$ cat config.mk
export PLATFORM = sky130hd
export DESIGN_NAME = prefetch_fetch_unit
export DESIGN_NICKNAME = d
export VERILOG_FILES = /design/src/rtl/fetch_pkg.sv /design/src/rtl/fetch_fifo.sv /design/src/rtl/prefetch_fetch_unit.sv
export SDC_FILE = /design/constraint.sdc
export NUM_CORES = 1
export LEC_CHECK = 0
export BUFFER_PORTS_ARGS = -buffer_cell sky130_fd_sc_hd__buf_2
export CAP_MARGIN = 40
export CORE_MARGIN = 5
export CORE_UTILIZATION = 60
export DETAILED_ROUTE_END_ITERATION = 12
export GPL_TIMING_DRIVEN = 0
export PLACE_DENSITY = 0.83
export RECOVER_POWER = 25
export SETUP_SLACK_MARGIN = 0.2
export SYNTH_ARGS = -nofsm -noshare
export SYNTH_HDL_FRONTEND = slang
export SYNTH_SLANG_ARGS = --single-unit
$ cat constraint.sdc
create_clock -name clk -period 7.55 [get_ports clk]
set_clock_uncertainty 0.1 [all_clocks]
set_input_delay 1.1325 -clock clk [delete_from_list [all_inputs] [get_ports clk]]
set_output_delay 1.1325 -clock clk [all_outputs]
set_load 0.03 [all_outputs]
$ cat src/rtl/fetch_pkg.sv
// Shared constants and the default prefetch queue entry type for the fetch unit.
package fetch_pkg;

    localparam int unsigned DEF_ADDR_W  = 64;
    localparam int unsigned DEF_INSTR_W = 32;
    localparam int unsigned INSTR_BYTES = 4;

    typedef struct packed {
        logic [DEF_ADDR_W-1:0]  pc;
        logic [DEF_INSTR_W-1:0] instr;
    } fetch_entry_t;

endpackage

$ cat src/rtl/fetch_fifo.sv
// Prefetch queue: DEPTH-entry circular buffer with a single-cycle flush.
// The caller guarantees no push when full (unless popping) and no pop when empty.
module fetch_fifo
    import fetch_pkg::*;
#(
    parameter int unsigned DEPTH   = 4,
    parameter type         entry_t = fetch_entry_t,
    localparam int unsigned PTR_W  = $clog2(DEPTH),
    localparam int unsigned CNT_W  = $clog2(DEPTH + 1)
) (
    input  logic             clk,
    input  logic             rst,
    input  logic             flush,
    input  logic             push,
    input  entry_t           push_data,
    input  logic             pop,
    output entry_t           head_data,
    output logic [CNT_W-1:0] count
);

    entry_t             mem_q [DEPTH];
    logic [PTR_W-1:0]   head_q, head_d;
    logic [PTR_W-1:0]   tail_q, tail_d;
    logic [CNT_W-1:0]   count_q, count_d;

    // NOTE: every signal written here gets a default first, so no path leaves it unassigned (no latch).
    always_comb begin
        head_d  = head_q;
        tail_d  = tail_q;
        count_d = count_q;
        if (flush) begin
            head_d  = '0;
            tail_d  = '0;
            count_d = '0;
        end else begin
            if (push) tail_d = tail_q + PTR_W'(1);
            if (pop)  head_d = head_q + PTR_W'(1);
            case ({push, pop})
                2'b10:   count_d = count_q + CNT_W'(1);
                2'b01:   count_d = count_q - CNT_W'(1);
                default: count_d = count_q;
            endcase
        end
    end

    // NOTE: sequential state uses non-blocking assignments so all registers update from pre-edge values.
    always_ff @(posedge clk or posedge rst) begin
        if (rst) begin
            head_q  <= '0;
            tail_q  <= '0;
            count_q <= '0;
        end else begin
            head_q  <= head_d;
            tail_q  <= tail_d;
            count_q <= count_d;
        end
    end

    // NOTE: the data array has no reset; occupancy alone decides which entries are meaningful.
    always_ff @(posedge clk) begin
        if (push && !flush) mem_q[tail_q] <= push_data;
    end

    assign head_data = mem_q[head_q];
    assign count     = count_q;

endmodule

$ cat src/rtl/prefetch_fetch_unit.sv
// Instruction prefetcher: walks the fetch PC, fills the prefetch queue from
// instruction memory and presents the head entry to decode; redirects flush everything.
module prefetch_fetch_unit
    import fetch_pkg::*;
#(
    parameter int unsigned       ADDR_W   = DEF_ADDR_W,
    parameter int unsigned       INSTR_W  = DEF_INSTR_W,
    parameter int unsigned       DEPTH    = 4,
    parameter logic [ADDR_W-1:0] RESET_PC = '0
) (
    input  logic                         clk,
    input  logic                         startup,
    output logic [ADDR_W-1:0]            imem_addr,
    input  logic [INSTR_W-1:0]           imem_rdata,
    output logic                         imem_req,
    input  logic                         redirect_valid,
    input  logic [ADDR_W-1:0]            redirect_pc,
    output logic                         dec_valid,
    input  logic                         dec_ready,
    output logic [INSTR_W-1:0]           dec_instr,
    output logic [ADDR_W-1:0]            dec_pc,
    output logic [$clog2(DEPTH+1)-1:0]   count
);

    localparam int unsigned       CNT_W   = $clog2(DEPTH + 1);
    localparam logic [CNT_W-1:0]  FULL    = CNT_W'(DEPTH);
    localparam logic [ADDR_W-1:0] STEP    = ADDR_W'(INSTR_BYTES);
    localparam logic [ADDR_W-1:0] PC_MASK = ~(ADDR_W'(INSTR_BYTES - 1));

    typedef struct packed {
        logic [ADDR_W-1:0]  pc;
        logic [INSTR_W-1:0] instr;
    } entry_t;

    logic [ADDR_W-1:0] pc_q, pc_d;
    logic              pop;
    entry_t            push_entry;
    entry_t            head_entry;

    assign imem_addr = pc_q;
    assign dec_valid = (count != '0) && !redirect_valid;
    assign pop       = dec_valid && dec_ready;
    // A pop frees a slot in the same cycle, so a full queue still streams at one per cycle.
    assign imem_req  = !startup && !redirect_valid && ((count < FULL) || pop);

    always_comb begin
        pc_d = pc_q;
        if (redirect_valid) pc_d = redirect_pc & PC_MASK;
        else if (imem_req)  pc_d = pc_q + STEP;
    end

    always_ff @(posedge clk or posedge startup) begin
        if (startup) pc_q <= RESET_PC;
        else         pc_q <= pc_d;
    end

    assign push_entry = '{pc: pc_q, instr: imem_rdata};

    fetch_fifo #(
        .DEPTH   (DEPTH),
        .entry_t (entry_t)
    ) u_fifo (
        .clk       (clk),
        .rst       (startup),
        .flush     (redirect_valid),
        .push      (imem_req),
        .push_data (push_entry),
        .pop       (pop),
        .head_data (head_entry),
        .count     (count)
    );

    assign dec_instr = head_entry.instr;
    assign dec_pc    = head_entry.pc;

endmodule

* Word level (Yosys, flattened, before mapping) *
Memories as Yosys holds them, arrays and structs flattened.
Index checks and enable logic that the tools add are counted.

word-level totals
  flip-flop bits (word level) = 71
  RAM bits = 384
  input port bits = 100
  output and inout bits = 165
  word-level logic and storage cells = 35
  memories kept = 1

memories
  memory        depth  width  read ports  clocked after Yosys merged registers in  write ports  RTL line          RTL
  u_fifo.mem_q  4      96     1           0                                        1            fetch_fifo.sv:21  entry_t mem_q [DEPTH];

operators by class
  $add $sub $neg = 5
  $lt $le $gt $ge = 1
  equal/unequal tests = 2
  muxes and demuxes = 10
  reduce and logical (&&, ||, !) cells = 12

operator list
  operator               number
  $mux 64                2
  $add 64x3->64 const B  1
  $mux 2                 4
  $pmux 3 s2             1
  $reduce_bool 3->1      2
  $logic_and 1x1->1      5
  $add 2x1->2 const B    2
  $reduce_bool 2->1      2
  $add 3x1->3 const B    1
  $lt 3x3->1 const B     1
  $mux 3                 1
  $sub 3x1->3 const B    1
  $eq 2x1->1 const B     1
  $eq 2x2->1 const B     1
  $logic_not 1->1        2
  $mux 1                 2
  $logic_or 1x1->1       1

* Depth between registers and ports, before layout *
Gate-level depths: netlist of the first run.

  depth in word-level cells = 8
  depth in mapped cells = 10
  gate-level depth less buffers = 9

* Hierarchy *
From an unflattened synthesis of the first run, not the netlist that was laid out.

second synthesis, totals
  cells, all modules = 1,004
  area total of the unflattened synthesis = 18,111.1 µm²

by module, submodules not included
  module               times used  cells each  area an instance (µm²)  sequential area each (µm²)
  fetch_fifo           1           544         14,264.9                11,706.2
  prefetch_fetch_unit  1           460         3,846.2                 1,551.5

* Worst setup path before layout of the first run *
No wires, ideal clock.

  path kind = input to register
  from = in startup
  to = mem u_fifo.mem_q[0][0] in the netlist's numbering, enable pin
  library setup time = 0.463 ns
  arrival = 4.444 ns
  data required time = 6.987 ns
  path slack = 2.543 ns
  cell stages on the path = 3
  buffers on the path = 1
  path through = buf_2 -> nor3_1 -> and2_1

on the way
  longest elaborated chain between the ends = 6

RTL lines
  what                            RTL line                   RTL
  start, declared                 prefetch_fetch_unit.sv:12  input logic startup,
  $logic_not 1->1 (no line)       n/a
  $logic_and 1x1->1 (2 in a row)  prefetch_fetch_unit.sv:44  assign imem_req = !startup && !redirect_valid && ((count < FULL) || pop);
  named net imem_req              prefetch_fetch_unit.sv:15  output logic imem_req,
  $logic_and 1x1->1               fetch_fifo.sv:61           if (push && !flush) mem_q[tail_q] <= push_data;
  $mux 1                          fetch_fifo.sv:61
  $mux 1 (implied by the code)    fetch_fifo.sv:61
  end, declared                   fetch_fifo.sv:21

The timed path passes the listed nets, and every way through them passes these cells.

* Worst setup path after layout of the first run *
  from = reg u_fifo.head_q[1]
  to = out dec_pc[18]

on the way
  longest elaborated chain between the ends = 1

RTL lines
  what                    RTL line                   RTL
  start, declared         fetch_fifo.sv:22           logic [PTR_W-1:0] head_q, head_d;
  start signal, assigned  fetch_fifo.sv:49           head_q <= '0;
  start signal, assigned  fetch_fifo.sv:53           head_q <= head_d;
  $mem_v2 4x96            n/a
  end, declared           prefetch_fetch_unit.sv:21  output logic [ADDR_W-1:0] dec_pc,

No other way between the ends.

==> reports/qor.yml, run 1 <==
clock_tree:
  ctsHoldBuffers: 0
  cts_tree: "built"
  cts_resized: 0
  cts_max_path_buffers: 3
  path_clk_slew_ns: 0.06
  cts_max_level: 2
  clk-insertion-delay-late_ns: 0.54
  cts_setup_buffers: 0
  clkSinkCount: 445
  cts_root_buf: "clkbuf_16"
  cts_made_buffers: 44
synth:
  synthTopCellsByArea: "edfxtp_1, mux4_2, dfrtp_1"
  netlist_area_um2: 17700
  synth_cell_types: 49
  syn_inst: 965
  synth_seq_cells: 445
  synth-async-reset-ratio_pct: 15.5
  syn_area_per_cell_um2: 18.3
  synth_enable_flop_cells: 376
  synth_ff_type: "edfxtp_1"
  ys_seq_area_share_pct: 73.7
  synth_area_leader_cell: "edfxtp_1"
  synth.top_cell.area_share_pct: 63.9
  ys.warnings.count: 0
critical_path:
  cp-endpoint: "dec_pc[18]"
  cp-start-kind: "flip-flop"
  crit_slowest_cell: "clkbuf_1"
  cp_max_fo: 10
  crit_start: "u_fifo.head_q[1]"
  cp_num_cells: 5
  slowest_delay_ns: 0.67
  r2r_end: "imem_addr[50]"
  crit_chain: "clkbuf_1 -> clkbuf_1 -> clkbuf_1 -> mux4_2 -> buf_2"
  worst-path-buf-inv: 4
  crit_path_end_kind: "output pin"
  r2r_cells: 7
  rrSetupSlack_ns: 4.26
  cp.arrival_ns: 3.21
  path_common_cell: "clkbuf_1"
  worstReg2RegStart: "imem_addr[3]"
  required_ns: 6.32
  critPathKind: "flip-flop to output pin"
  cpLargestDelayFamily: "buffers and inverters"
timing:
  period_needed_ns: 4.44
  grt_setup_unrepaired: "no"
  hold_violations: 0
  tns_ns: 0
  maxSlewHeadroom_pct: 37.4
  fin_crit_sh_pct: 58.8
  max_freq_mhz: 225
  setup_viol: 0
  tightest_slew_ns: 0.931
  slew_viol_final: 0
final_layout:
  drive_gt1_share_pct: 35.2
  syn2layout_area_growth_pct: 19.8
  layout.cells.non_filler: 1701
  mostFrequentLayoutCell: "edfxtp_1"
  mostFrequentLayoutCells: "edfxtp_1, buf_2, mux4_2"
  antennaDiodeCount: 0
  nNetsFinal: 1389
floorplanning:
  coreArea_um2: 28900
  io_pins: 265
  die_h_um: 182
  die_w_um: 182
  start_util_pct: 61.2
  rows: 62
  dieArea_um2: 33000
power:
  leakage_nw: 7.44
  power_frac_comb_pct: 13.5
  p_switching_mw: 1.51
  power_density_nw_per_um2: 278
  swShare_pct: 25.6
  p_seq_share_pct: 49.2
  internal_power_mw: 4.38
  power_frac_clock_pct: 37.3
  ir_drop_mv: 0.183
global_routing:
  grt_overflow: 0
  grt_pass1_vias: 10600
  antenna_found_initial: 3
  track_usage_pct: 25.6
  grt_pass1_wl_mm: 64.8
  grt_max_degree: 63
routing:
  via_count: 10400
  drt_first_pass_iters: 5
  wirelength_mm: 42.2
  avgViaCountPerCell: 6.11
  avgRoutedWirePerCell_um: 24.8
  ant_nets: 0
  drtIter0Drc: 847
  drc_errors: 0
place:
  dp_hpwl_mm: 27.9
  gp_congestion: 0.798
  io_buffers: 257
  dpl.cell_count: 1621
run:
  maxCapViolCount: 0
status:
  status: "finished, final reports clean"
worst_hold_path:
  hp-class: "flip-flop to flip-flop"
[flip-flops by register name, summed over array words and instances (netlist names)]
| register | cells |
|---|---|
| imem_addr | 62 |
| u_fifo.count | 3 |
| u_fifo.head_q | 2 |
| u_fifo.mem_q | 376 |
| u_fifo.tail_q | 2 |
[power groups by stage]
stage / combinational, mW / sequential [mW] / clock, mW
3_5_place_dp: 0.800 / 2.95 / 0
4_1_cts: 0.807 / 2.90 / 2.22
2_1_floorplan: 0.476 / 2.98 / 0
6_report: 0.796 / 2.90 / 2.20
5_1_grt: 0.848 / 2.91 / 2.34
3_3_place_gp: 0.769 / 2.95 / 0
[cell type report]
class,instances,area [µm²]
Sequential cell,445,13000
Buffer,44,193
Clock inverter,24,260
Tap cell,384,480
Fill cell,1816,7700
Multi-Input combinational cell,471,4450
Clock buffer,56,1210
Timing Repair Buffer,269,1520
Inverter,8,31.3
[worst reg2reg max path: stages (launching register included)]
cell	delay (ns)
dfrtp_1	0.58
ha_1	0.28
nor2b_1	0.46
nand4_1	0.35
nor3_2	0.65
nand2_1	0.32
o21ai_0	0.24
o311ai_0	0.16
[per-stage QoR]
step	total power, mW	hold WS [ns]	area, µm²	setup slack, ns	util (%)
3_3_place_gp	3.71	0.445	19400	1.17	67.4
6_report	5.89	0.463	21200	3.11	73.3
4_1_cts	5.92	0.460	21200	3.06	73.3
5_1_grt	6.10	0.495	21200	2.95	73.3
3_5_place_dp	3.75	0.457	19700	3.65	68.2
2_1_floorplan	3.46	0.462	17700	2.54	-
[synth_stat cells (2+ instances only)]
library cell and instances:
or2_2 3, o311ai_0 3, nor3_2 2, nand4_1 25, xnor2_1 32, mux2i_1 3, buf_4 4, nor2_1 22
buf_2 5, mux2_2 5, inv_1 8, mux4_2 94, buf_1 9, clkbuf_1 25, a211oi_1 4, dfrtp_1 69
nand2_1 82, and4_1 6, nor2b_1 10, xor2_1 23, ha_1 5, o21ai_0 54, nor3_1 17, and2_1 8
nor4_4 2, edfxtp_1 376, and4_4 3, and3_1 10, or3_1 5, a21oi_1 6, nor4_1 2, o21ai_1 3
nand3_1 23, nor4_2 2
[routing by layer]
layer	global-route usage, %	vias up	share of wire (%)
met5	0	-	0.085
met4	6.57	6	2.6
met3	5.20	89	8.7
met2	42.7	552	51
met1	35.5	5281	38
li1	-	4457	-
[cells by family (layout without fill, tap and decap cells)]
family	after synthesis	count (layout)	synth area share, %
flip-flops	445	445	73.7
AND/OR/NAND/NOR	230	230	7.08
multiplexers	102	102	12.5
AO/OA/AOI/OAI	74	74	2.28
XOR/XNOR	55	55	2.73
buffers and inverters	52	401	1.27
adder cells (fa/ha/maj)	6	6	0.467
other	1	4	0.0212
[worst min-delay path by stage]
stage                     depth (start not counted)              from                  end  slack, ns
after detailed placement                          0     imem_addr[63]  u_fifo.mem_q[1][95]       0.46
after CTS                                         2           startup      u_fifo.count[2]       0.46
final                                             0     imem_addr[63]  u_fifo.mem_q[0][95]       0.46
after global routing                              0     imem_addr[63]  u_fifo.mem_q[0][95]       0.49
after floorplan                                   2  u_fifo.tail_q[0]     u_fifo.tail_q[0]       0.46
after global placement                            0     imem_addr[63]  u_fifo.mem_q[2][95]       0.45
No activity file was read; power rests on OpenSTA's default activity.
==> run 2: changes to the inputs <==
--- a/config.mk
+++ b/config.mk
@@ -8,10 +8,10 @@
 export BUFFER_PORTS_ARGS = -buffer_cell sky130_fd_sc_hd__buf_2
 export CAP_MARGIN = 40
 export CORE_MARGIN = 5
-export CORE_UTILIZATION = 60
+export CORE_UTILIZATION = 57
 export DETAILED_ROUTE_END_ITERATION = 12
 export GPL_TIMING_DRIVEN = 0
-export PLACE_DENSITY = 0.83
+export PLACE_DENSITY = 0.8
 export RECOVER_POWER = 25
 export SETUP_SLACK_MARGIN = 0.2
 export SYNTH_ARGS = -nofsm -noshare
==> constraint.sdc (replaced) <==
create_clock -name clk -period 4.2 [get_ports clk]
set_clock_uncertainty 0.1 [all_clocks]
set_input_delay 0.63 -clock clk [delete_from_list [all_inputs] [get_ports clk]]
set_output_delay 0.63 -clock clk [all_outputs]
set_load 0.03 [all_outputs]
==> run 2 against run 1 <==
  * Sequential power is 80% higher
  * Sequential cell count is the same
  * Non-clock buffer count rose by 1
  * Worst hold slack got worse by 0.25 ns
  * Combinational power is 78% higher
==> reports/qor.yml, run 2 (same netlist as run 1, synthesis figures left out) <==
clock_tree:
  cts_max_level: 2
  cts_tree: "built"
  cts_made_buffers: 44
  clkSinkCount: 445
  cts_max_path_buffers: 3
  path_clk_slew_ns: 0.06
  cts_root_buf: "clkbuf_16"
  cts_setup_buffers: 0
  clk-insertion-delay-late_ns: 0.53
  ctsHoldBuffers: 0
final_layout:
  syn2layout_area_growth_pct: 20.4
  top_register: "u_fifo.mem_q"
  final_util_pct: 69.5
  mostFrequentLayoutCell: "edfxtp_1"
  mostFrequentLayoutCells: "edfxtp_1, buf_2, mux4_2"
  drive_gt1_share_pct: 33.3
  layout.cells.non_filler: 1719
  postLayoutCellArea_um2: 21300
  nNetsFinal: 1390
  largest_reg_flops: 376
power:
  ir_drop_mv: 0.322
  power.total_mw: 10.8
  power_density_nw_per_um2: 510
  power_frac_clock_pct: 38.9
  swShare_pct: 24.8
  p_seq_share_pct: 48.0
  internal_power_mw: 8.16
  leakage_nw: 7.42
  p_switching_mw: 2.69
  power_frac_comb_pct: 13.1
worst_hold_path:
  hp-class: "input port to flip-flop"
  worstHoldStart: "redirect_pc[6]"
  hold_depth: 3
  holdPathEnd: "imem_addr[6]"
timing:
  slew_viol_final: 0
  period_needed_ns: 3.66
  fin_ws_ns: 0.544
  maxSlewHeadroom_pct: 37.3
  tightest_slew_ns: 0.933
  setup_viol: 0
  max_freq_mhz: 274
  hold_violations: 0
  hold-worst-slack_ns: 0.210
  grt_setup_unrepaired: "no"
  fin_crit_sh_pct: 87.0
  tns_ns: 0
floorplanning:
  io_pins: 265
  die_h_um: 186
  start_util_pct: 57.8
  die_w_um: 186
  rows: 64
  coreArea_um2: 30600
  dieArea_um2: 34600
global_routing:
  grt_pass1_wl_mm: 62.8
  grt_overflow: 0
  grt_max_degree: 55
  track_usage_pct: 24.0
  grt_pass1_vias: 10600
  antenna_found_initial: 2
critical_path:
  crit_slowest_cell: "clkbuf_1"
  cp_max_fo: 10
  critPathKind: "flip-flop to output pin"
  crit_start: "u_fifo.head_q[1]"
  crit_chain: "clkbuf_1 -> clkbuf_2 -> clkbuf_1 -> mux4_2 -> buf_2"
  worstReg2RegStart: "imem_addr[2]"
  rrSetupSlack_ns: 1.01
  r2r_end: "imem_addr[58]"
  crit_path_end_kind: "output pin"
  path_common_cell: "clkbuf_1"
  r2r_cells: 7
  slowest_delay_ns: 0.61
  required_ns: 3.47
  cp.arrival_ns: 2.93
  cp-start-kind: "flip-flop"
routing:
  drtIter0Drc: 760
  drt_first_pass_iters: 5
  ant_nets: 0
  avgViaCountPerCell: 5.92
  wirelength_mm: 41.0
  avgRoutedWirePerCell_um: 23.8
  via_count: 10200
  drc_errors: 0
place:
  dp_hpwl_mm: 27.4
  place_area_um2: 19700
  dpl.cell_count: 1634
  gp_congestion: 0.821
  io_buffers: 257
  dp_worst_setup_slack_ns: 0.769
run:
  maxCapViolCount: 0
status:
  status: "finished, final reports clean"
run 2: cell types whose count changed in the layout (fill, tap and decap cells not counted), sizes merged:
cell and delta:
buf -29, diode +3, inv +1, clkinv -6
clkbuf +34, bufinv +3
run 2: power groups by stage:
| stage | Clock (mW) | Sequential, mW | Combinational, mW |
|---|---|---|---|
| after floorplan | 0 | 5.36 | 0.857 |
| final | 4.22 | 5.21 | 1.42 |
| after global routing | 4.50 | 5.23 | 1.52 |
| after global placement | 0 | 5.29 | 1.39 |
| after detailed placement | 0 | 5.30 | 1.43 |
| after CTS | 4.29 | 5.21 | 1.44 |
run 2: layout make-up:
| type | count | area [µm²] |
|---|---|---|
| clock buffer | 60 | 1270 |
| sequential | 445 | 13000 |
| clock inverter | 22 | 330 |
| multi-input combinational | 471 | 4450 |
| antenna | 3 | 7.51 |
| buffer | 44 | 195 |
| timing repair buffer | 270 | 1470 |
| inverter | 8 | 31.3 |
| tap | 396 | 495 |
| fill | 2019 | 9320 |
run 2: worst max path at each step:
stage / endpoint / slack, ns / depth (start not counted)
floorplan: u_fifo.mem_q[1][0] / 0.65 / 4
global placement: imem_addr[57] / 0.05 / 7
detailed placement: dec_pc[48] / 0.77 / 5
CTS: dec_pc[48] / 0.21 / 5
global route: dec_pc[48] / 0.33 / 5
finish: dec_pc[18] / 0.54 / 5
run 2: layer usage:
metal  track usage, %  part of all wire (%)  vias to the layer above
li1                 -                     -                     4457
met1             33.9                    40                     5169
met2             39.2                    49                      487
met3             5.14                   8.7                       62
met4             5.86                   2.3                        2
met5                0                 0.032                        -
run 2: what timing repair did:
item                                   in CTS  in global routing
resized for setup                           0                  5
setup endpoints to repair                   0                 52
endpoints found under the hold margin       0                  0
run 2: worst max-delay path: cells and delay by family (launching register included):
kind | cells | cell delay [ns]
DFF | 1 | 0.32
buffers and inverters | 4 | 1.65
muxes | 1 | 0.42
